===== src/rtl/bcd_serial_add_ctrl_if.sv =====
// Request, result and digit-adder signals of the serial packed-BCD adder controller.
// The master side is the requesting datapath together with the shared digit adder.
interface bcd_serial_add_ctrl_if #(
    parameter int NDIG = 4
);
    logic                start;
    logic [4*NDIG-1:0]   a;
    logic [4*NDIG-1:0]   b;
    logic                ci;
    logic [3:0]          dig_a;
    logic [3:0]          dig_b;
    logic                dig_ci;
    logic [3:0]          dig_s;
    logic                dig_co;
    logic [4*NDIG-1:0]   sum;
    logic                co;
    logic                err;
    logic                busy;
    logic                done;

    modport master (
        output start, a, b, ci, dig_s, dig_co,
        input  dig_a, dig_b, dig_ci, sum, co, err, busy, done
    );

    modport slave (
        input  start, a, b, ci, dig_s, dig_co,
        output dig_a, dig_b, dig_ci, sum, co, err, busy, done
    );
endinterface


===== src/rtl/bcd_serial_add_ctrl.sv =====
// Multi-digit packed-BCD adder sequencer: feeds one digit pair per clock, LSD first,
// to an external combinational digit adder and chains the decimal carry.
module bcd_serial_add_ctrl #(
    parameter int NDIG = 4
) (
    input  logic                  clk,
    input  logic                  rst_n,
    bcd_serial_add_ctrl_if.slave  bus
);
    localparam int IW = $clog2(NDIG);

    typedef enum logic [1:0] {IDLE, RUN, DONE} state_t;

    state_t              state_reg, state_next;
    logic [IW-1:0]       idx_reg;
    logic [4*NDIG-1:0]   a_reg, b_reg, sum_reg;
    logic                carry_reg, co_reg, err_reg;
    logic [2*NDIG-1:0]   digit_bad;
    logic                any_bad, accept, last_digit;

    // Operands are checked straight off the bus so err can be decided on the accepting edge.
    for (genvar gi = 0; gi < NDIG; gi++) begin : g_chk
        assign digit_bad[2*gi]   = (bus.a[4*gi +: 4] > 4'd9);
        assign digit_bad[2*gi+1] = (bus.b[4*gi +: 4] > 4'd9);
    end

    assign any_bad    = |digit_bad;
    assign last_digit = (idx_reg == IW'(NDIG-1));

    always_ff @(posedge clk or negedge rst_n) begin
        if (!rst_n) begin
            state_reg <= IDLE;
        end else begin
            state_reg <= state_next;
        end
    end

    always_comb begin
        state_next = state_reg;
        accept     = 1'b0;
        case (state_reg)
            IDLE: begin
                if (bus.start) begin
                    accept     = 1'b1;
                    state_next = any_bad ? DONE : RUN;
                end
            end
            RUN:     if (last_digit) state_next = DONE;
            DONE:    state_next = IDLE;
            default: state_next = IDLE;
        endcase
    end

    always_ff @(posedge clk or negedge rst_n) begin
        if (!rst_n) begin
            idx_reg   <= '0;
            a_reg     <= '0;
            b_reg     <= '0;
            sum_reg   <= '0;
            carry_reg <= 1'b0;
            co_reg    <= 1'b0;
            err_reg   <= 1'b0;
        end else if (accept) begin
            idx_reg   <= '0;
            a_reg     <= bus.a;
            b_reg     <= bus.b;
            sum_reg   <= '0;
            carry_reg <= bus.ci;
            co_reg    <= 1'b0;
            err_reg   <= any_bad;
        end else if (state_reg == RUN) begin
            sum_reg[{idx_reg, 2'b00} +: 4] <= bus.dig_s;
            carry_reg                      <= bus.dig_co;
            if (last_digit) begin
                co_reg  <= bus.dig_co;
                idx_reg <= '0;
            end else begin
                idx_reg <= idx_reg + 1'b1;
            end
        end
    end

    // The digit adder sees zeros whenever no digit pair is in flight.
    assign bus.dig_a  = (state_reg == RUN) ? a_reg[{idx_reg, 2'b00} +: 4] : 4'd0;
    assign bus.dig_b  = (state_reg == RUN) ? b_reg[{idx_reg, 2'b00} +: 4] : 4'd0;
    assign bus.dig_ci = (state_reg == RUN) ? carry_reg : 1'b0;

    assign bus.sum  = sum_reg;
    assign bus.co   = co_reg;
    assign bus.err  = err_reg;
    assign bus.busy = (state_reg != IDLE);
    assign bus.done = (state_reg == DONE);
endmodule

===== src/flat_wrapper.sv =====
// flat-port wrapper written by rule: the top's interface ports become plain ports
module bcd_serial_add_ctrl_flat 
#(
    parameter int NDIG = 4
)
  (clk, rst_n, bus_start, bus_a, bus_b, bus_ci, bus_dig_s, bus_dig_co, bus_dig_a, bus_dig_b, bus_dig_ci, bus_sum, bus_co, bus_err, bus_busy, bus_done);
  bcd_serial_add_ctrl_if #(.NDIG(NDIG)) bus_i ();
  input  logic clk;
  input  logic rst_n;
  input wire logic [$bits(bus_i.start)-1:0] bus_start;
  input wire logic [$bits(bus_i.a)-1:0] bus_a;
  input wire logic [$bits(bus_i.b)-1:0] bus_b;
  input wire logic [$bits(bus_i.ci)-1:0] bus_ci;
  input wire logic [$bits(bus_i.dig_s)-1:0] bus_dig_s;
  input wire logic [$bits(bus_i.dig_co)-1:0] bus_dig_co;
  output wire logic [$bits(bus_i.dig_a)-1:0] bus_dig_a;
  output wire logic [$bits(bus_i.dig_b)-1:0] bus_dig_b;
  output wire logic [$bits(bus_i.dig_ci)-1:0] bus_dig_ci;
  output wire logic [$bits(bus_i.sum)-1:0] bus_sum;
  output wire logic [$bits(bus_i.co)-1:0] bus_co;
  output wire logic [$bits(bus_i.err)-1:0] bus_err;
  output wire logic [$bits(bus_i.busy)-1:0] bus_busy;
  output wire logic [$bits(bus_i.done)-1:0] bus_done;
  assign bus_i.start = bus_start;
  assign bus_i.a = bus_a;
  assign bus_i.b = bus_b;
  assign bus_i.ci = bus_ci;
  assign bus_i.dig_s = bus_dig_s;
  assign bus_i.dig_co = bus_dig_co;
  assign bus_dig_a = bus_i.dig_a;
  assign bus_dig_b = bus_i.dig_b;
  assign bus_dig_ci = bus_i.dig_ci;
  assign bus_sum = bus_i.sum;
  assign bus_co = bus_i.co;
  assign bus_err = bus_i.err;
  assign bus_busy = bus_i.busy;
  assign bus_done = bus_i.done;
  bcd_serial_add_ctrl #(.NDIG(NDIG)) u_core (.clk(clk), .rst_n(rst_n), .bus(bus_i));
endmodule

===== config.mk =====
export PLATFORM = sky130hd
export DESIGN_NAME = bcd_serial_add_ctrl_flat
export DESIGN_NICKNAME = d
export VERILOG_FILES = /design/src/rtl/bcd_serial_add_ctrl_if.sv /design/src/rtl/bcd_serial_add_ctrl.sv /design/src/flat_wrapper.sv
export SDC_FILE = /design/constraint.sdc
export NUM_CORES = 1
export LEC_CHECK = 0
export ABC_CLOCK_PERIOD_IN_PS = 2300
export CORE_ASPECT_RATIO = 2
export CORE_MARGIN = 2
export CORE_UTILIZATION = 40
export CTS_CLUSTER_SIZE = 24
export DETAILED_ROUTE_END_ITERATION = 10
export HOLD_SLACK_MARGIN = 0.02
export PLACE_DENSITY = 0.77
export SLEW_MARGIN = 20
export SYNTH_ARGS = -nofsm -noshare
export SYNTH_HDL_FRONTEND = slang
export SYNTH_SLANG_ARGS = --single-unit

===== constraint.sdc =====
create_clock -name clk -period 2.3 [get_ports clk]
set_input_delay 0.345 -clock clk [delete_from_list [all_inputs] [get_ports clk]]
set_output_delay 0.345 -clock clk [all_outputs]
set_load 0.02 [all_outputs]

# Word level (Yosys, flattened, before mapping)
# Index checks and enable logic that the tools add are counted.
# Widths: inputs -> output; s select.
# totals
latchBits	0
regBits	55
word_cells	54
romBits	0
output_inout_bits	29
mem_count	0
ramBits	0
# op_classes
n_lt_le_gt_ge	8
mul	0
shifts	4
reduce_logical	7
add_sub_neg	2
mux	20
div_mod_pow	0
n_bitwise	0
n_eq_ne	5
# op_table
operator	n
$gt 4x4->1 const B	8
$mux 16	2
$shiftx 16x5->4	2
$bwmux 16	1
$shift 4x6->16 const A	1
$shiftx 4x6->16	1
$mux 2	6
$mux 1	8
$mux 4	2
$reduce_or 8->1	1
$neg 4->6	1
$reduce_bool 2->1	3
$eq 2x2->1 const B	2
$pmux 2 s2	1
$reduce_and 2->1	2
$add 2x1->2 const B	1
$eq 2x1->1 const B	1
$logic_not 2->1	1
$ne 2x1->1 const B	1
$ne 2x2->1 const B	1

# Logic depth before layout (Yosys ltp)
# depth
word_depth	5
mapped_depth	6
depth_no_buf	5

# Worst setup path after synthesis
# OpenSTA, ideal clock, no wires.
# synth_path
kind	register to register
start	reg u_core.idx_reg[1]
end	reg u_core.sum_reg[10] (netlist: u_core.bus.sum[10])
stages_incl_launch_ff	7
setup_slack_ps	574
setup_ps	66
period_less_slack_ps	1726
n_path_buf	1
arrival_time_ps	1660
path_cell_list	dfrtp_1 > clkbuf_1 > inv_1 > ha_1 > nand2_1 > nor4_4 > a22o_1
# synth_via
elab_chain_cells	5
word_cells_on_any_way	6
# synth_lines
item	line_no	source
start, declared	bcd_serial_add_ctrl.sv:15	logic [IW-1:0] idx_reg;
start signal, assigned	bcd_serial_add_ctrl.sv:78	idx_reg <= idx_reg + 1'b1;
$neg 4->6 (*)	bcd_serial_add_ctrl.sv:72	sum_reg[{idx_reg, 2'b00} +: 4] <= bus.dig_s;
$shiftx 4x6->16 / $shift 4x6->16 (equally long branches)	bcd_serial_add_ctrl.sv:72	
$bwmux 16 (*)	bcd_serial_add_ctrl.sv:72	
$mux 16 (*)	bcd_serial_add_ctrl.sv:71	end else if (state_reg == RUN) begin
$mux 16 (*)	bcd_serial_add_ctrl.sv:63	end else if (accept) begin
end signal, assigned by index	bcd_serial_add_ctrl.sv:72	
end, declared	bcd_serial_add_ctrl.sv:16	logic [4*NDIG-1:0] a_reg, b_reg, sum_reg;
# Every way passes the cells marked *; elsewhere a longest branch is shown, timed or not. The select of a mux whose other input is x is not followed.
# A chain may end at the register's enable or synchronous reset.

# Final worst setup path
# layout_path
start	reg u_core.idx_reg[0]
end	out bus_dig_b[3]
# layout_via
elab_chain_cells	2
# layout_lines
item	line_no	source
$shiftx 16x5->4	bcd_serial_add_ctrl.sv:85	assign bus.dig_b = (state_reg == RUN) ? b_reg[{idx_reg, 2'b00} +: 4] : 4'd0;
$mux 4	bcd_serial_add_ctrl.sv:85	
end, declared	flat_wrapper.sv:17	output wire logic [$bits(bus_i.dig_b)-1:0] bus_dig_b;
# Every way passes these cells.

==> flow_summary.yaml <==
outcome:
  status: "complete, no violations"
synthesis:
  muxShareOfSynthArea: 0.211
  yosys_warnings: 0
  syn_inst: 184
  synth_seq_cells: 55
  synth_top_cell_area_share: 0.529
  synthAdderAreaFrac: 0.0192
  synth_top_area_cell: "dfrtp_1"
  synth_top_family_by_area: "multiplexers"
  synthSimpleGateAreaFrac: 0.103
  ys_top_cells_by_count: "dfrtp_1 (55), mux2_2 (32), a22o_1 (16), o21ai_0 (9)"
  ys_seq_area_frac: 0.529
  syn-num-nets: 229
  synth_enable_flop_cells: 0
  async_reset_ff_frac: 1.00
  synth_ff_type: "dfrtp_1"
  synth_xor_area_frac: 0
  synth_compound_area_frac: 0.103
  postSynthAreaPerCell_um2: 14.1
  yosysMostFrequentCell: "dfrtp_1"
  synth_cell_type_count: 37
  synth_area_leaders: "dfrtp_1 (53%), mux2_2 (14%), a22o_1 (5.4%), mux4_2 (5.2%), mux4_1 (2.0%)"
  synth_area_mm2: 0.00260
timing:
  setup_viol: 0
  fin_skew_ns: 0.00447
  hold_viol_final: 0
  fin_crit_ns: 2.22
  fin_crit_sh: 0.963
  slew_viol_final: 0
  max_freq_mhz: 451
  maxSlewHeadroom: 0.578
  tns_ns: 0
  worst_slew_pin_slew_ns: 0.634
  rsz0062_at_grt: "no"
  fin_hold_ws_ns: 0.0752
detailed_routing:
  routed_wl_um: 5700
  dr_total_vias: 1774
  drtIter0Drc: 41
  antenna_left: 0
  vias_per_cell: 5.16
  dr.pass1.iters: 4
  routedWlPerCell_um: 16.6
  route.detailed.drc: 0
cells_and_area:
  antenna_cells: 0
  fin_nets: 304
  syn_to_final_growth_pct: 36.5
  drive_gt1_frac: 0.244
  fill_cells: 555
floorplan:
  die_y_um: 118
  fp.coreArea_mm2: 0.00631
  start_util: 0.412
  die_w_um: 61.0
  rows: 41
  dieArea_mm2: 0.00720
  ios: 70
global_route:
  grt_pass1_vias: 1889
  grt_pass1_wl_um: 9360
  grt_max_degree: 38
  grt_usage: 0.177
  antenna_found_initial: 0
  grt-ovfl-total: 0
place:
  port-buffer-count: 69
  dp_hpwl_um: 4550
  place.gp.congestion: 0.730
job:
  maxCapViolCount: 0
cts:
  clockBufferDepth: 2
  post_cts_resized: 8
  cts_tree: "yes"
  holdBufCountCts: 0
  cts_max_level: 2
  clk_pin_slew_worst_paths_ns: 0.06
  clock-root-buffer: "clkbuf_16"
  cts_made_buffers: 5
  postCtsSetupBuffers: 0
  cts.sinks: 55
  clock_latency_ns: 0.29
setup_path:
  path_class: "flop to primary output"
  cp.required_ns: 1.96
  cp.arrival_ns: 1.87
  end_kind: "primary output"
  ff2ff_path_depth: 6
  critPathLaunchType: "flop"
  ff2ff_setup_slack_ns: 0.60
  reg2reg_to: "u_core.bus.sum[10]"
  r2r_start: "u_core.idx_reg[1]"
  critPathMaxFanout: 15
pwr:
  ir_drop_mv: 0.625
  power-per-cell-area_mw_per_mm2: 631
  p_leak_nw: 1.47
hold_path:
  hp-class: "input port to asynchronous set/reset pin"
[cell type report]
type	count	area (um2)	share of cell area
clock inverters	1	7.51	0.00211
multi-input cells	115	1140	0.321
clock buffers	5	125	0.0352
repair buffers	77	773	0.218
flip-flops and latches	55	1380	0.388
inverters	5	18.8	0.00529
well taps	86	108	0.0303
[logic make-up (layout without fill, tap and decap cells)]
logic type,count (synthesis),in the layout
flops,55,55
mux,40,40
compound gates,36,36
simple gates,35,35
buf+inv,14,88
fa+ha+maj,4,4
[stage by stage]
step | cells | area [um2] | util | setup WS (ns) | total power (W)
CTS | 344 | 3550 | 0.563 | 0.0567 | 0.00227
global placement | 338 | 3430 | 0.543 | 0.161 | 0.00155
floorplan | 184 | 2600 | - | 0.574 | 0.00138
global route | 344 | 3550 | 0.563 | 0.0107 | 0.00235
finish | 344 | 3550 | 0.563 | 0.0847 | 0.00224
detailed placement | 338 | 3430 | 0.543 | 0.155 | 0.00157
[report_power, final]
part | internal [W] | switching, W | total (W) | leakage, nW
clock | 0.000391 | 0.000311 | 0.000703 | 0.0618
combinational | 0.000245 | 0.000152 | 0.000397 | 0.724
sequential | 0.00108 | 0.0000628 | 0.00114 | 0.686
[worst max-delay path by stage]
stage | depth (start not counted) | to | startpoint | slack, ns
finish | 4 | bus_dig_b[3] | u_core.idx_reg[0] | 0.08
global placement | 4 | bus_dig_a[3] | u_core.idx_reg[0] | 0.16
floorplan | 6 | u_core.bus.sum[10] | u_core.idx_reg[1] | 0.57
detailed placement | 4 | bus_dig_a[3] | u_core.idx_reg[0] | 0.16
CTS | 4 | bus_dig_a[3] | u_core.idx_reg[0] | 0.06
global route | 4 | bus_dig_b[3] | u_core.idx_reg[0] | 0.01
[routing by layer]
metal	wire, um	track usage	up-vias
li1	-	-	834
met1	2010	0.188	888
met2	3400	0.322	46
met3	187	0.0275	6
met4	112	0.0707	0
met5	0	0	-
[cells in the final DEF, fill, tap and decap left out]
cell,synthesis,layout
nand3_1,1,1
ha_1,4,4
mux4_1,2,2
clkdlybuf4s50_1,0,60
dlygate4sd2_1,0,8
o31ai_1,1,1
nor3b_4,0,1
nor4_4,2,2
and2_1,8,8
nand2b_4,1,1
nor4b_4,1,1
dfrtp_1,55,55
mux4_2,6,6
buf_12,0,3
a221o_1,1,1
a21oi_1,2,2
nor2_1,1,1
inv_1,5,5
nand2b_2,1,1
clkinvlp_4,0,1
buf_4,1,5
nor2b_2,1,1
a21o_1,4,4
or2_0,1,1
nand4_1,2,2
a22o_1,16,16
o32ai_1,1,1
buf_2,2,1
or2b_1,1,1
clkbuf_16,0,5
nand4b_1,1,1
nor3_2,1,1
o31a_1,2,2
mux2_2,32,32
or2_2,2,2
nor2b_1,1,1
o21ai_0,9,9
nor3_1,1,1
nand2_1,8,8
[worst max-delay path: stages (launching register included)]
cell,delay (ns)
dfrtp_1,0.37
buf_12,0.17
mux4_1,0.55
and2_1,0.18
dlygate4sd2_1,0.31
Note: power is estimated with default switching activity, not from simulation.
==> variant: new RTL, same flow settings <==
The 3 states of `state_t` get a one-hot encoding in 3 bits.
--- a/src/rtl/bcd_serial_add_ctrl.sv
+++ b/src/rtl/bcd_serial_add_ctrl.sv
@@ -10,5 +10,5 @@
     localparam int IW = $clog2(NDIG);
 
-    typedef enum logic [1:0] {IDLE, RUN, DONE} state_t;
+    typedef enum logic [2:0] {IDLE = 3'b001, RUN = 3'b010, DONE = 3'b100} state_t;
 
     state_t              state_reg, state_next;
Check against the original RTL: no difference found for any inputs over 10 cycles, from zero or initial values and one cycle with rst_n low; not proved beyond that.
==> variant against the original RTL <==
Cell area grew 1.3%; sequential cell count grew 1; clock skew grew 0.0060 ns; non-clock buffer count grew 1; global-route usage grew 1.0 points; worst setup slack gained 0.032 ns; sequential share of layout area grew 0.25 points; hold slack lost 0.032 ns; area after synthesis grew 1.1%; total power grew 9.1%; routed wire length grew 7.5%; critical endpoint is now bus_dig_a[3]; largest power group unchanged.
==> variant: results (changes against the original RTL) <==
Run status: finished clean
Per-instance average area after synthesis: 13.2 um^2 (-6.6%)
Part of the cycle the worst path needs: 94.9% (-1.4 points)
Maximum number of pins on one net before global-route repair: 31 (-18%)
Slew headroom: 59.8% (+2.0 points)
Placed Instances: 352 (+4.1%)
Post-synthesis mux area share: 21.4% (+0.30 points)
Total track usage: 18.7% (+1.0 points)
Area post-placement: 0.00345 mm^2 (+0.58%)
Data arrival time of the worst path: 1.84 ns (-0.03 ns)
Part of the Yosys area used for sequential elements: 53.4% (+0.45 points)
Family with the most delay on the worst path: buffers and inverters
Avg WL per Cell: 17.0 um (+2.7%)
Crit path capture: bus_dig_a[3]
Share of the synthesized area in compound gates (AO/OA/AOI/OAI): 7.66% (-2.7 points)
Worst R2R Setup Slack: 0.45 ns (-0.15 ns)
R2R Path End: u_core.bus.sum[1]
Post-cts sizing count: 9 (+1)
Placer Congestion: 0.745 (+2.0%)
Mapped Nets: 244 (+6.6%)
Stage delay of the slowest cell on the critical path: 0.50 ns (-0.05 ns)
Main area contributors after synthesis: sky130_fd_sc_hd__dfrtp_1 (52%), sky130_fd_sc_hd__mux2_2 (14%), sky130_fd_sc_hd__mux4_2 (6.9%), sky130_fd_sc_hd__a22o_1 (2.7%), sky130_fd_sc_hd__and2_1 (2.1%)
Detailed placement HPWL: 4670 um (+2.5%)
IR Drop Worst-Case VDD: 0.725 mV (+16%)
Ranking of synthesized cells by instance count: sky130_fd_sc_hd__dfrtp_1 (55), sky130_fd_sc_hd__mux2_2 (33), sky130_fd_sc_hd__nand2_1 (13), sky130_fd_sc_hd__o21ai_0 (10)
First-iteration detailed-routing DRC count: 35 (-15%)
Via count of the first global-routing pass: 2036 (+7.8%)
Highest fanout seen on the critical path: 11 (-4)
Pre-CTS setup slack: 0.175 ns (+0.0200 ns)
## variant: cell count changes after synthesis, sizes merged, moves of 3 or more
cell	before	now
a22o	16	8
a21oi	2	9
nand2	8	13
nand4	2	7
inv	5	2
nand3b	0	3
or2	3	0
## variant: final cells by class
type / instances / area, um^2
flip-flops and latches: 56 / 1400
well taps: 86 / 108
inverters: 2 / 7.51
repair buffers: 78 / 764
multi-input cells: 130 / 1160
clock buffers: 5 / 125
clock inverters: 3 / 23.8
fillers: 552 / 2720
## variant: metal layers
metal,vias to the layer above,global-route usage [%],routed length (um),share of wire [%]
li1,889,-,-,-
met1,960,19.5,2140,35
met2,52,33.5,3590,59
met3,12,2.84,199,3.2
met4,0,9.65,199,3.2
met5,-,0,0,0
## variant: where the power goes
group / switching (W) / internal [W]
registers: 0.0000872 / 0.00115
clock network: 0.000367 / 0.000406
logic: 0.000158 / 0.000281
